$ cat src/rtl/sd_text_scanner.sv
// Finds TAG in consecutive SD blocks from START_BLOCK, then counts delimited WORD hits up to END_MARK (SCAN_CASE_FOLD_EN folds A-Z in the word compare).
// Latency: (2 + 512) cycles per block scanned + CNT_W + 2 with init_finished high and continuous sd_valid.
// Backpressure: none; every sd_valid byte in READ is consumed, and start is ignored while busy.
module sd_text_scanner #(
  parameter logic [31:0] START_BLOCK = 32'h2000,
  parameter int          MAX_BLOCKS  = 1024,
  parameter logic [63:0] TAG         = 64'h444C_4142_5F54_4147,
  parameter logic [63:0] WORD        = 64'h0000_0000_0074_6865,
  parameter int          WORD_LEN    = 3,
  parameter logic [63:0] END_MARK    = 64'h0000_0000_0045_4E44,
  parameter int          END_LEN     = 3,
  parameter int          CNT_W       = 10,
  parameter int          BCD_DIGITS  = 4
) (
  input  logic                    clk,
  input  logic                    reset_n,
  input  logic                    start,
  input  logic                    init_finished,
  output logic                    rd_req,
  output logic [31:0]             block_addr,
  input  logic [7:0]              sd_dout,
  input  logic                    sd_valid,
  output logic                    busy,
  output logic                    done,
  output logic                    tag_found,
  output logic                    err,
  output logic                    ovf,
  output logic [CNT_W-1:0]        match_count,
  output logic [4*BCD_DIGITS-1:0] match_bcd
);

  localparam int                BCD_W    = 4 * BCD_DIGITS;
  localparam int                BW       = $clog2(CNT_W + 1);
  localparam logic [BW-1:0]     BIT_LAST = BW'(CNT_W - 1);
  localparam logic [63:0]       END_MASK = {64{1'b1}} >> (64 - 8 * END_LEN);
  localparam logic [CNT_W-1:0]  CNT_MAX  = '1;

  typedef enum logic [2:0] {IDLE, WAIT_INIT, REQ, READ, NEXT, BCD, FIN} state_t;

  state_t            state, state_nxt;
  logic [63:0]       win, win_nxt;
  logic [9:0]        byte_cnt;
  logic [31:0]       blk_idx;
  logic              end_seen;
  logic [CNT_W-1:0]  bin_sh;
  logic [BW-1:0]     bit_cnt;
  logic [BCD_W-1:0]  bcd_sh, bcd_adj;
  logic              take, last_blk;
  logic              tag_hit, word_hit, end_hit;

  function automatic logic [7:0] fold(input logic [7:0] b);
`ifdef SCAN_CASE_FOLD_EN
    fold = (b >= 8'h41 && b <= 8'h5A) ? (b | 8'h20) : b;
`else
    fold = b;
`endif
  endfunction

  function automatic logic is_delim(input logic [7:0] b);
    is_delim = (b == 8'h20) || (b == 8'h0A);
  endfunction

  assign take       = (state == READ) && sd_valid;
  assign last_blk   = (blk_idx + 32'd1 == 32'(MAX_BLOCKS));
  assign win_nxt    = {win[55:0], sd_dout};
  assign block_addr = START_BLOCK + blk_idx;
  assign match_bcd  = bcd_sh;

  // All matches look at the window including the byte being accepted this cycle.
  always_comb begin
    tag_hit  = (win_nxt == TAG);
    end_hit  = ((win_nxt & END_MASK) == (END_MARK & END_MASK));
    word_hit = is_delim(win_nxt[7:0]) && is_delim(win_nxt[8*WORD_LEN+8 +: 8]);
    for (int i = 0; i < WORD_LEN; i++)
      if (fold(win_nxt[8*i+8 +: 8]) != fold(WORD[8*i +: 8])) word_hit = 1'b0;
  end

  always_comb begin
    bcd_adj = bcd_sh;
    for (int d = 0; d < BCD_DIGITS; d++)
      if (bcd_sh[4*d +: 4] >= 4'd5) bcd_adj[4*d +: 4] = bcd_sh[4*d +: 4] + 4'd3;
  end

  always_ff @(posedge clk or negedge reset_n) begin
    if (!reset_n) state <= IDLE;
    else          state <= state_nxt;
  end

  always_comb begin
    state_nxt = state;
    rd_req    = 1'b0;
    done      = 1'b0;
    busy      = 1'b1;
    case (state)
      IDLE: begin
        busy = 1'b0;
        if (start) state_nxt = WAIT_INIT;
      end
      WAIT_INIT: if (init_finished) state_nxt = REQ;
      REQ: begin
        rd_req    = 1'b1;
        state_nxt = READ;
      end
      READ: if (take && byte_cnt == 10'd511) state_nxt = NEXT;
      NEXT: state_nxt = (end_seen || last_blk) ? BCD : REQ;
      BCD:  if (bit_cnt == BIT_LAST) state_nxt = FIN;
      FIN: begin
        busy      = 1'b0;
        done      = 1'b1;
        state_nxt = IDLE;
      end
      default: state_nxt = IDLE;
    endcase
  end

  always_ff @(posedge clk or negedge reset_n) begin
    if (!reset_n) begin
      win         <= '0;
      byte_cnt    <= '0;
      blk_idx     <= '0;
      end_seen    <= 1'b0;
      tag_found   <= 1'b0;
      err         <= 1'b0;
      ovf         <= 1'b0;
      match_count <= '0;
      bin_sh      <= '0;
      bit_cnt     <= '0;
      bcd_sh      <= '0;
    end else begin
      case (state)
        IDLE: if (start) begin
          win         <= '0;
          blk_idx     <= '0;
          end_seen    <= 1'b0;
          tag_found   <= 1'b0;
          err         <= 1'b0;
          ovf         <= 1'b0;
          match_count <= '0;
          bcd_sh      <= '0;
        end
        REQ: byte_cnt <= '0;
        READ: if (take) begin
          win      <= win_nxt;
          byte_cnt <= byte_cnt + 10'd1;
          // Once END_MARK is seen the rest of the block is only drained.
          if (!end_seen) begin
            if (!tag_found) begin
              if (tag_hit) tag_found <= 1'b1;
            end else begin
              if (word_hit) begin
                if (match_count == CNT_MAX) ovf <= 1'b1;
                else                        match_count <= match_count + CNT_W'(1);
              end
              if (end_hit) end_seen <= 1'b1;
            end
          end
        end
        NEXT: begin
          if (end_seen || last_blk) begin
            err     <= !end_seen;
            bin_sh  <= match_count;
            bcd_sh  <= '0;
            bit_cnt <= '0;
          end else begin
            blk_idx <= blk_idx + 32'd1;
          end
        end
        BCD: begin
          bcd_sh  <= {bcd_adj[BCD_W-2:0], bin_sh[CNT_W-1]};
          bin_sh  <= bin_sh << 1;
          bit_cnt <= bit_cnt + BW'(1);
        end
        default: ;
      endcase
    end
  end

endmodule

$ cat config.mk
export PLATFORM = sky130hd
export DESIGN_NAME = sd_text_scanner
export DESIGN_NICKNAME = d
export VERILOG_FILES = /design/src/rtl/sd_text_scanner.sv
export SDC_FILE = /design/constraint.sdc
export NUM_CORES = 1
export LEC_CHECK = 0
export ABC_AREA = 1
export ABC_CLOCK_PERIOD_IN_PS = 2300
export BUFFER_PORTS_ARGS = -buffer_cell sky130_fd_sc_hd__buf_2
export CORE_MARGIN = 2
export CORE_UTILIZATION = 54
export CTS_CLUSTER_SIZE = 40
export DETAILED_ROUTE_END_ITERATION = 12
export PLACE_DENSITY = 0.76
export SLEW_MARGIN = 20
export SYNTH_ARGS = -nofsm -noshare
export SYNTH_HDL_FRONTEND = slang
export SYNTH_SLANG_ARGS = --single-unit
$ cat constraint.sdc
create_clock -name clk -period 2.3 [get_ports clk]
set_input_delay 0.46 -clock clk [delete_from_list [all_inputs] [get_ports clk]]
set_output_delay 0.46 -clock clk [all_outputs]
set_load 0.02 [all_outputs]
==> results of run 1 <==
[layout by cell type (no fill, tap or decap), drive strengths merged]
| cell | synthesis | routed |
|---|---|---|
| and2 | 1 | 1 |
| o22ai | 2 | 2 |
| a211oi | 1 | 1 |
| a41oi | 1 | 1 |
| clkinvlp | 0 | 2 |
| ha | 15 | 15 |
| a32oi | 1 | 1 |
| clkinv | 1 | 7 |
| nand3 | 106 | 106 |
| xnor2 | 2 | 2 |
| buf | 33 | 167 |
| or2 | 1 | 1 |
| a31o | 1 | 1 |
| and3 | 5 | 5 |
| nor3b | 2 | 2 |
| dfrtp | 145 | 145 |
| bufinv | 0 | 3 |
| o31ai | 6 | 6 |
| o2111ai | 1 | 1 |
| o21a | 6 | 6 |
| nand3b | 7 | 7 |
| clkbuf | 17 | 20 |
| a22o | 1 | 1 |
| nor2 | 141 | 141 |
| inv | 132 | 133 |
| a31oi | 1 | 1 |
| nor3 | 13 | 13 |
| xor2 | 29 | 29 |
| nand4 | 22 | 22 |
| nor4 | 10 | 10 |
| nand2 | 272 | 273 |
| a21oi | 39 | 39 |
| o21ai | 114 | 114 |
[critical path, cell delays in order (launching register included)]
cell and delay [ns]:
dfrtp_1 0.41, nand2_1 0.13, nor2_2 0.19, nand2_1 0.14
nor2_1 0.23, nand2_1 0.08, nand2_1 0.06, nand2_1 0.06
nor2_1 0.12, nand2_1 0.07, nor2_1 0.13, nand3_2 0.12
nand2_2 0.11, buf_6 0.15, nand2_4 0.10, nand2_1 0.13
o31ai_1 0.07
[metrics by stage]
| stage | area (um^2) | worst slack (ns) | util (%) | hold WS (ns) | std cells |
|---|---|---|---|---|---|
| after floorplan | 8320 | 0.0372 | - | 0.164 | 1128 |
| after global placement | 9280 | -0.125 | 61.2 | 0.466 | 1411 |
| after detailed placement | 9280 | -0.225 | 61.2 | 0.474 | 1411 |
| after CTS | 10100 | -0.0789 | 66.7 | 0.0395 | 1453 |
| after global routing | 10400 | -0.323 | 69.0 | 0.0399 | 1466 |
| final | 10400 | -0.151 | 69.0 | 0.00871 | 1466 |
[report_power, final]
group	switching (mW)	internal [mW]
combinational	2.37	1.44
sequential	0.564	3.18
clock	1.11	1.79
total	4.05	6.42
[layer usage]
layer / wire (um) / share of wire (%) / GRT usage [%]
met1: 9920 / 45 / 38.7
met2: 10600 / 48 / 43.7
met3: 1210 / 5.5 / 5.47
met4: 406 / 1.8 / 7.95
met5: 0 / 0 / 0
[flip-flops by register name, summed over array words and instances, names as in the netlist]
| name | flops |
|---|---|
| tag_found | 1 |
| match_count | 10 |
| bin_sh | 10 |
| byte_cnt | 10 |
| err | 1 |
| ovf | 1 |
| end_seen | 1 |
| match_bcd | 16 |
| blk_idx | 32 |
| bit_cnt | 4 |
| win | 56 |
| state | 3 |
[final cells by class]
type / instances / area (um^2) / share of cell area [%]
Inverter: 133 / 499 / 4.78
Tap cell: 188 / 235 / 2.25
Clock buffer: 20 / 467 / 4.47
Timing Repair Buffer: 167 / 1190 / 11.4
Sequential cell: 145 / 3640 / 34.8
Multi-Input combinational cell: 801 / 4270 / 40.8
Clock inverter: 12 / 155 / 1.48
[cell families (layout without fill, tap and decap cells)]
group	Yosys count	in the layout	synth area share [%]
DFF	145	145	43.6
and+or+nand+nor	580	581	30.6
buffers and inverters	183	332	9.21
AOI/OAI and AO/OA	174	174	11.1
xor gates and xnor gates	31	31	3.26
adders and majority gates	15	15	2.25
[worst paths after layout]
check	start	slack, ns	to
setup / recovery	blk_idx[17]$_DFFE_PN0P_	-0.15	match_bcd[8]$_DFFE_PN0P_
min in group clk	sd_dout[3]	0.30	win[3]$_DFFE_PN0P_
setup reg to reg	blk_idx[17]$_DFFE_PN0P_	-0.15	match_bcd[8]$_DFFE_PN0P_
max in group asynchronous	reset_n	1.67	win[54]$_DFFE_PN0P_
hold reg to reg	bin_sh[9]$_DFFE_PN0P_	0.50	match_bcd[0]$_DFFE_PN0P_
hold / removal	reset_n	0.009	blk_idx[22]$_DFFE_PN0P_
[timing repair]
item                                    in CTS  in global routing
endpoints found under the setup margin      74                 82
buffers inserted                            10                 12
cloned                                       0                  1
resized for setup                           45                 80
pin swaps                                   16                 24
==> impl_metrics.csv, run 1 <==
group,metric,value,unit
sta,setup_viol_count_final,67,
die,rows,45,
synth,yosysSeqAreaShare,43.6,%
global_routing,gr-total-overflow,0,
critical_path,crit_path_end_kind,"flip-flop",
synth,synth_edf_count,0,
synth,avgSynthCellArea,7.38,um^2
detailed_routing,num_vias,8050,
sta,slew_headroom,21.9,%
detailed_routing,wl,22100,um
synth,yosys.area.top_type,"dfrtp_1",
outcome,status,"finished, violations left",
critical_path,crit_type,"flip-flop to flip-flop",
power,power_density,1000,nW/um^2
detailed_routing,wl_per_cell,15.1,um
synth,synth.area.top_cells,"dfrtp_1, nand2_1, nand3_1",
power,ir_worst_vdd,0.644,mV
placed_design,hpwlAfterDp,14900,um
clocking,clk_pin_slew,0.06,ns
power,power.leakage,4.78,nW
sta,post-route-min-period,2.45,ns
cells_and_area,area_growth,25.5,%
detailed_routing,drtIter0Drc,865,
die,io_pins,77,
sta,finalClockSkew,0.00753,ns
clocking,ctsHoldBuffers,0,
sta,max_freq,408,MHz
sta,fin_tns_setup,-4.71,ns
synth,async_flop_share,100,%
cells_and_area,nFillCells,1211,
synth,synth_fp_nets,1156,
synth,ys_types,42,
critical_path,rr_worst_depth,16,
sta,period_share,107,%
synth,synth_cells,1128,
outcome,violations,"negative setup slack",
global_routing,grt_pass1_wl,36100,um
synth,synth_common_cells,"nand2_1, dfrtp_1, inv_1, nor2_1, nand3_1",
detailed_routing,via_per_inst,5.49,
detailed_routing,drc,0,
die,die_x,128,um
power,power,10.5,mW
synth,yosys_warnings,0,
sta,rsz0062_at_grt,"true",
global_routing,antenna_found_initial,0,
critical_path,cp.arrival,2.73,ns
cells_and_area,drive_above_1_share,23.9,%
synth,synth.most_common_cell,"nand2_1",
die,start_util,55.0,%
sta,postLayoutSetupSlackWorst,-0.151,ns
critical_path,startpoint_type,"flip-flop",
detailed_routing,dr.pass1.iters,7,
clocking,clk_path_buf_depth,2,
clocking,numClockSinks,145,
die,die_h,128,um
synth,synth_ff_type,"dfrtp_1",
sta,tightest_slew,1.16,ns
sta,final_hold_viol_count,0,
global_routing,grt_max_degree,66,
synth,synth_top_area_share,43.6,%
placed_design,io_buffers,76,
clocking,cts-root-buf,"clkbuf_16",
critical_path,worstPathRequired,2.58,ns
clocking,cts_made_buffers,17,
placed_design,gp_congestion,0.948,
cells_and_area,nets,1293,
die,die-area,16400,um^2
clocking,clkLatencyLatePin,0.43,ns
synth,synth_seq_cells,145,
cells_and_area,n_antenna_cell,0,
run,maxCapViolations,0,
critical_path,worstPathMaxFanout,8,
sta,report.final.slew_viol_count,0,
min_path,hp-class,"primary input to async pin",
synth,netlist_area,8320,um^2
global_routing,grtUsageTotal,27.6,%
die,coreArea,15100,um^2
detailed_routing,ant_nets,0,
global_routing,grt_pass1_vias,7433,
clocking,htree_levels,4,
clocking,cts_tree,"built",
(Power assumes the default switching activity.)
==> run 2: changes to the inputs <==
CTS_BUF_LIST = sky130_fd_sc_hd__clkbuf_16   (was not set)
==> run 2 against run 1 <==
  * The run still ends with negative setup slack left
  * Register-to-register slack barely moved
  * Sequential share of layout area rose by 0.21 points
  * Die area did not move
  * Via count rose by 1.0%
  * First-iteration DRC count rose by 2.3%
  * Non-clock buffer count rose by 2
  * Count of clock-buffer cells in the layout fell by 3
  * Worst setup slack improved by 0.011 ns
  * Cell count rose by 0.14%
  * Largest cell class unchanged
==> impl_metrics.csv, run 2 (same netlist as run 1, synthesis figures left out) <==
group,metric,value,unit
cells_and_area,n_antenna_cell,0,
die,coreArea,15100,um^2
die,start_util,55.0,%
cells_and_area,finalNonFillerCells,1468,
die,io_pins,77,
outcome,violations,"negative setup slack",
cells_and_area,largest_reg_flops,56,
critical_path,crit_slowest_cell,"dfrtp_1",
run,maxCapViolations,0,
clocking,cts_made_buffers,17,
global_routing,use_met1,38.8,%
detailed_routing,via_per_inst,5.54,
cells_and_area,nFillCells,1220,
global_routing,antenna_found_initial,0,
global_routing,grtUsageTotal,27.5,%
critical_path,worstPathRequired,2.58,ns
cells_and_area,layout_common_cells,"nand2_1, dfrtp_1, inv_1",
clocking,clk_path_buf_depth,2,
placed_design,dp_slack,-0.225,ns
critical_path,rr_worst_depth,14,
critical_path,crit_path_end_kind,"flip-flop",
clocking,clk_pin_slew,0.06,ns
global_routing,grt_max_degree,66,
sta,max_freq,410,MHz
cells_and_area,regMostFlops,"win",
sta,timing.hold.ws,0.00812,ns
sta,slew_headroom,23.8,%
placed_design,placedCellCount,1411,
power,ir_worst_vdd,0.643,mV
global_routing,grt_pass1_vias,7406,
die,die_h,128,um
sta,setup_viol_count_final,66,
sta,finalClockSkew,0.00575,ns
clocking,cts_tree,"built",
sta,postLayoutSetupSlackWorst,-0.140,ns
cells_and_area,fin_util,68.6,%
global_routing,gr-total-overflow,0,
detailed_routing,drtIter0Drc,885,
detailed_routing,num_vias,8134,
critical_path,crit_chain,"nand2_1 -> nor2_2 -> nand2_1 -> nor2_4 -> nor2_1 -> a21oi_1 -> nand3_1 -> nor2_1 -> nand3_2 -> nand2_2 -> buf_6 -> nand2_4 -> nand2_1 -> o31ai_1",
critical_path,cp.arrival,2.72,ns
critical_path,slowest_delay,0.42,ns
sta,fin_tns_setup,-4.64,ns
cells_and_area,design_area,10400,um^2
critical_path,worstPathMaxFanout,8,
min_path,hp-class,"primary input to async pin",
clocking,clkLatencyLatePin,0.43,ns
power,power.leakage,4.78,nW
die,rows,45,
critical_path,r2r-end,"match_bcd[4]$_DFFE_PN0P_",
sta,final_hold_viol_count,0,
outcome,status,"finished, violations left",
critical_path,path_common_cell,"nand2_1",
cells_and_area,drive_above_1_share,22.6,%
detailed_routing,ant_nets,0,
sta,rsz0062_at_grt,"true",
power,power_density,988,nW/um^2
die,die_x,128,um
clocking,numClockSinks,145,
clocking,cts-root-buf,"clkbuf_16",
sta,report.final.slew_viol_count,0,
detailed_routing,wl_per_cell,15.1,um
sta,period_share,106,%
placed_design,placed_area,9280,um^2
detailed_routing,dr.pass1.iters,5,
cells_and_area,layout_commonest_cell,"nand2_1",
cells_and_area,area_growth,24.8,%
detailed_routing,wl,22100,um
sta,tightest_slew,1.13,ns
clocking,htree_levels,4,
placed_design,hpwlAfterDp,14900,um
sta,post-route-min-period,2.44,ns
placed_design,gp_congestion,0.948,
global_routing,use_met2,43.5,%
detailed_routing,drc,0,
critical_path,r2r_start,"blk_idx[9]$_DFFE_PN0P_",
critical_path,startpoint_type,"flip-flop",
global_routing,grt_use_met3,4.34,%
critical_path,crit_type,"flip-flop to flip-flop",
global_routing,grt_pass1_wl,36100,um
global_routing,busiest_layer,"met2",
placed_design,io_buffers,76,
power,power,10.3,mW
cells_and_area,nets,1295,
critical_path,rrSetupSlack,-0.14,ns
die,die-area,16400,um^2
==> run 2: cell count changes in the layout (fill, tap and decap cells not counted), moves of 2 or more <==
cell	before	now
nor2_1	97	104
nor2_2	25	18
o21ai_0	87	94
o21ai_1	24	19
clkbuf_8	3	0
clkinv_1	1	4
nand3_1	102	105
nand3_2	4	1
o21ai_2	3	1
==> run 2: worst max path at each step <==
stage                             from                   endpoint  slack (ns)
5_1_grt         blk_idx[1]$_DFFE_PN0P_   match_bcd[2]$_DFFE_PN0P_       -0.34
2_1_floorplan  blk_idx[13]$_DFFE_PN0P_    blk_idx[10]$_DFFE_PN0P_        0.04
6_report        blk_idx[9]$_DFFE_PN0P_   match_bcd[4]$_DFFE_PN0P_       -0.14
3_3_place_gp   blk_idx[13]$_DFFE_PN0P_   match_bcd[6]$_DFFE_PN0P_       -0.13
4_1_cts         blk_idx[1]$_DFFE_PN0P_  match_bcd[13]$_DFFE_PN0P_       -0.05
3_5_place_dp    blk_idx[1]$_DFFE_PN0P_  match_bcd[13]$_DFFE_PN0P_       -0.22
==> run 2: worst max-delay path: cells and delay by family, from the launching register on <==
| family | cells | cell delay, ns |
|---|---|---|
| and+or+nand+nor | 11 | 1.42 |
| AOI/OAI and AO/OA | 2 | 0.29 |
| DFF | 1 | 0.42 |
| buffers and inverters | 1 | 0.15 |
==> run 2: timing repair <==
item,in CTS,in global routing
buffers inserted,10,13
gates resized for setup,45,60
setup endpoints to repair,74,82
hold buffers,0,0
gates cloned,1,1
pin swaps,14,22
==> run 2: cell type report <==
type	count	area [um^2]	area share (%)
Clock buffer	17	425	4.10
Clock inverter	15	166	1.60
Inverter	133	499	4.81
Multi-Input combinational cell	801	4220	40.6
Sequential cell	145	3640	35.0
Tap cell	188	235	2.26
Timing Repair Buffer	169	1200	11.6
==> run 2: report_power, final <==
part	switching [mW]	internal [mW]	leakage [nW]
Sequential	0.567	3.18	1.93
Clock	1.10	1.69	0.286
Combinational	2.32	1.40	2.57
Total	3.99	6.28	4.78
==> run 2: metal layers <==
layer / vias up / share of wire, %
met5: - / 0
met4: 0 / 2.4
met3: 52 / 5.4
met2: 298 / 48
met1: 3846 / 45
li1: 3938 / -
==> run 3: changes to the inputs <==
PLACE_DENSITY = 0.88   (was 0.76)
==> run 3 against run 2 <==
  * The flow still finishes with violations (negative setup slack)
  * Register-to-register slack worse by 0.43 ns
  * Wire length up 20%
  * Design area up 4.8%
  * Global-route usage up 0.37 points
  * First-iteration DRC count up 22%
  * Clock power about the same
  * Via count up 10%
  * Sequential cell count unchanged
  * Hold slack better by 0.28 ns
  * Cell count up 2.1%
  * Sequential power up 1%
==> impl_metrics.csv, run 3 (same netlist as run 1, synthesis figures left out) <==
group,metric,value,unit
min_path,hp-class,"primary input to flip-flop",
cells_and_area,nets,1326,
placed_design,dp_slack,-0.347,ns
placed_design,hpwlAfterDp,14700,um
cells_and_area,regMostFlops,"win",
sta,rsz0062_at_grt,"true",
global_routing,grtUsageTotal,27.9,%
outcome,violations,"negative setup slack",
detailed_routing,drc,0,
detailed_routing,wl_per_cell,17.7,um
sta,max_freq,349,MHz
power,power.leakage,5.05,nW
die,io_pins,77,
global_routing,antenna_found_initial,0,
cells_and_area,multi_input_area,4460,um^2
global_routing,grt_pass1_vias,7819,
die,die_h,128,um
cells_and_area,layout_common_cells,"nand2_1, dfrtp_1, inv_1",
sta,period_share,125,%
clocking,cts-root-buf,"clkbuf_16",
critical_path,crit_type,"flip-flop to flip-flop",
sta,postLayoutSetupSlackWorst,-0.565,ns
global_routing,grt_max_degree,63,
detailed_routing,drtIter0Drc,1078,
placed_design,gp_congestion,0.977,
sta,tightest_slew,0.878,ns
detailed_routing,wl,26600,um
clocking,clk_pin_slew,0.06,ns
detailed_routing,num_vias,8971,
sta,report.final.slew_viol_count,0,
power,power_density,1010,nW/um^2
cells_and_area,finalNonFillerCells,1499,
critical_path,crit_path_end_kind,"flip-flop",
cells_and_area,design_area,10900,um^2
outcome,status,"finished, violations left",
clocking,clk_path_buf_depth,2,
detailed_routing,ant_nets,0,
cells_and_area,seq_area,3640,um^2
sta,slew_headroom,41.4,%
clocking,clkLatencyLatePin,0.44,ns
die,die_x,128,um
detailed_routing,via_per_inst,5.98,
die,die-area,16400,um^2
placed_design,placed_area,9290,um^2
sta,setup_viol_count_final,71,
run,maxCapViolations,0,
critical_path,cp.arrival,3.18,ns
placed_design,placedCellCount,1416,
clocking,cts_made_buffers,17,
cells_and_area,n_antenna_cell,0,
cells_and_area,largest_reg_flops,56,
critical_path,r2r_start,"blk_idx[9]$_DFFE_PN0P_",
clocking,cts_tree,"built",
global_routing,gr-total-overflow,0,
cells_and_area,nFillCells,981,
sta,post-route-min-period,2.87,ns
critical_path,startpoint_type,"flip-flop",
placed_design,io_buffers,76,
cells_and_area,area_growth,30.8,%
power,power,11.0,mW
sta,final_hold_viol_count,0,
clocking,numClockSinks,145,
power,ir_worst_vdd,0.681,mV
clocking,htree_levels,4,
critical_path,worstPathMaxFanout,6,
global_routing,grt_pass1_wl,36700,um
die,coreArea,15100,um^2
die,start_util,55.0,%
min_path,min-delay-start,"sd_dout[3]",
cells_and_area,layout_commonest_cell,"nand2_1",
die,rows,45,
critical_path,startpoint,"blk_idx[9]$_DFFE_PN0P_",
cells_and_area,drive_above_1_share,28.0,%
sta,finalClockSkew,0.0196,ns
critical_path,worstPathRequired,2.61,ns
detailed_routing,dr.pass1.iters,10,
## run 3: worst paths after layout
kind	endpoint	slack (ns)	depth (start not counted)
max	blk_idx[9]$_DFFE_PN0P_	-0.57	16
min	win[3]$_DFFE_PN0P_	0.29	3
max reg2reg	blk_idx[9]$_DFFE_PN0P_	-0.57	16
min reg2reg	win[39]$_DFFE_PN0P_	0.51	2
max in group asynchronous	state[0]$_DFFE_PN0P_	1.06	3
min in group asynchronous	blk_idx[26]$_DFFE_PN0P_	0.54	2
## run 3: critical path: stages (launching register included)
cell and delay (ns):
dfrtp_1 0.44, nand2_1 0.19, nor2_2 0.22, nand2_1 0.13, nor2_4 0.25, nand2_2 0.10, nand2_2 0.08, nand2_2 0.06
nor2_2 0.10, nand2_1 0.08, nor2_2 0.20, nand3_2 0.20, nand2_4 0.16, nand2_8 0.11, clkbuf_16 0.19, nor2_1 0.15
a21oi_1 0.07
## run 3: area by class of cell
| class | instances | area share [%] |
|---|---|---|
| timing repair buffer | 199 | 13.5 |
| multi-input combinational | 802 | 41.0 |
| tap | 188 | 2.16 |
| clock inverter | 15 | 1.41 |
| inverter | 133 | 4.63 |
| clock buffer | 17 | 3.91 |
| sequential | 145 | 33.4 |
## run 3: per-layer routing
layer  routed length [um]  share of wire (%)  GRT usage, %
met1                 9890                 37          35.6
met2                12600                 48          46.9
met3                 2470                9.3          5.43
met4                 1570                5.9          11.1
met5                    0                  0             0
## run 3: what timing repair did
item | 4_1_cts | 5_1_grt
buffers inserted | 27 | 21
endpoints found under the hold margin | 13 | 0
pin swaps | 20 | 45
endpoints found under the setup margin | 76 | 77
resized for setup | 78 | 106
cloned | 2 | 2
hold buffers | 1 | 0
## run 3: report_power, final
| part | internal, mW | switching (mW) |
|---|---|---|
| logic | 1.71 | 2.74 |
| clock network | 1.68 | 1.09 |
| registers | 3.19 | 0.613 |
| total | 6.58 | 4.44 |
## run 3: stage by stage
step                hold WS (ns)  util (%)  setup TNS, ns
global route               0.301      71.9         -39.86
global placement           0.430      61.3         -11.83
CTS                        0.285      68.2          -6.37
floorplan                  0.164         -              0
finish                     0.291      71.9         -30.42
detailed placement         0.433      61.3         -18.87
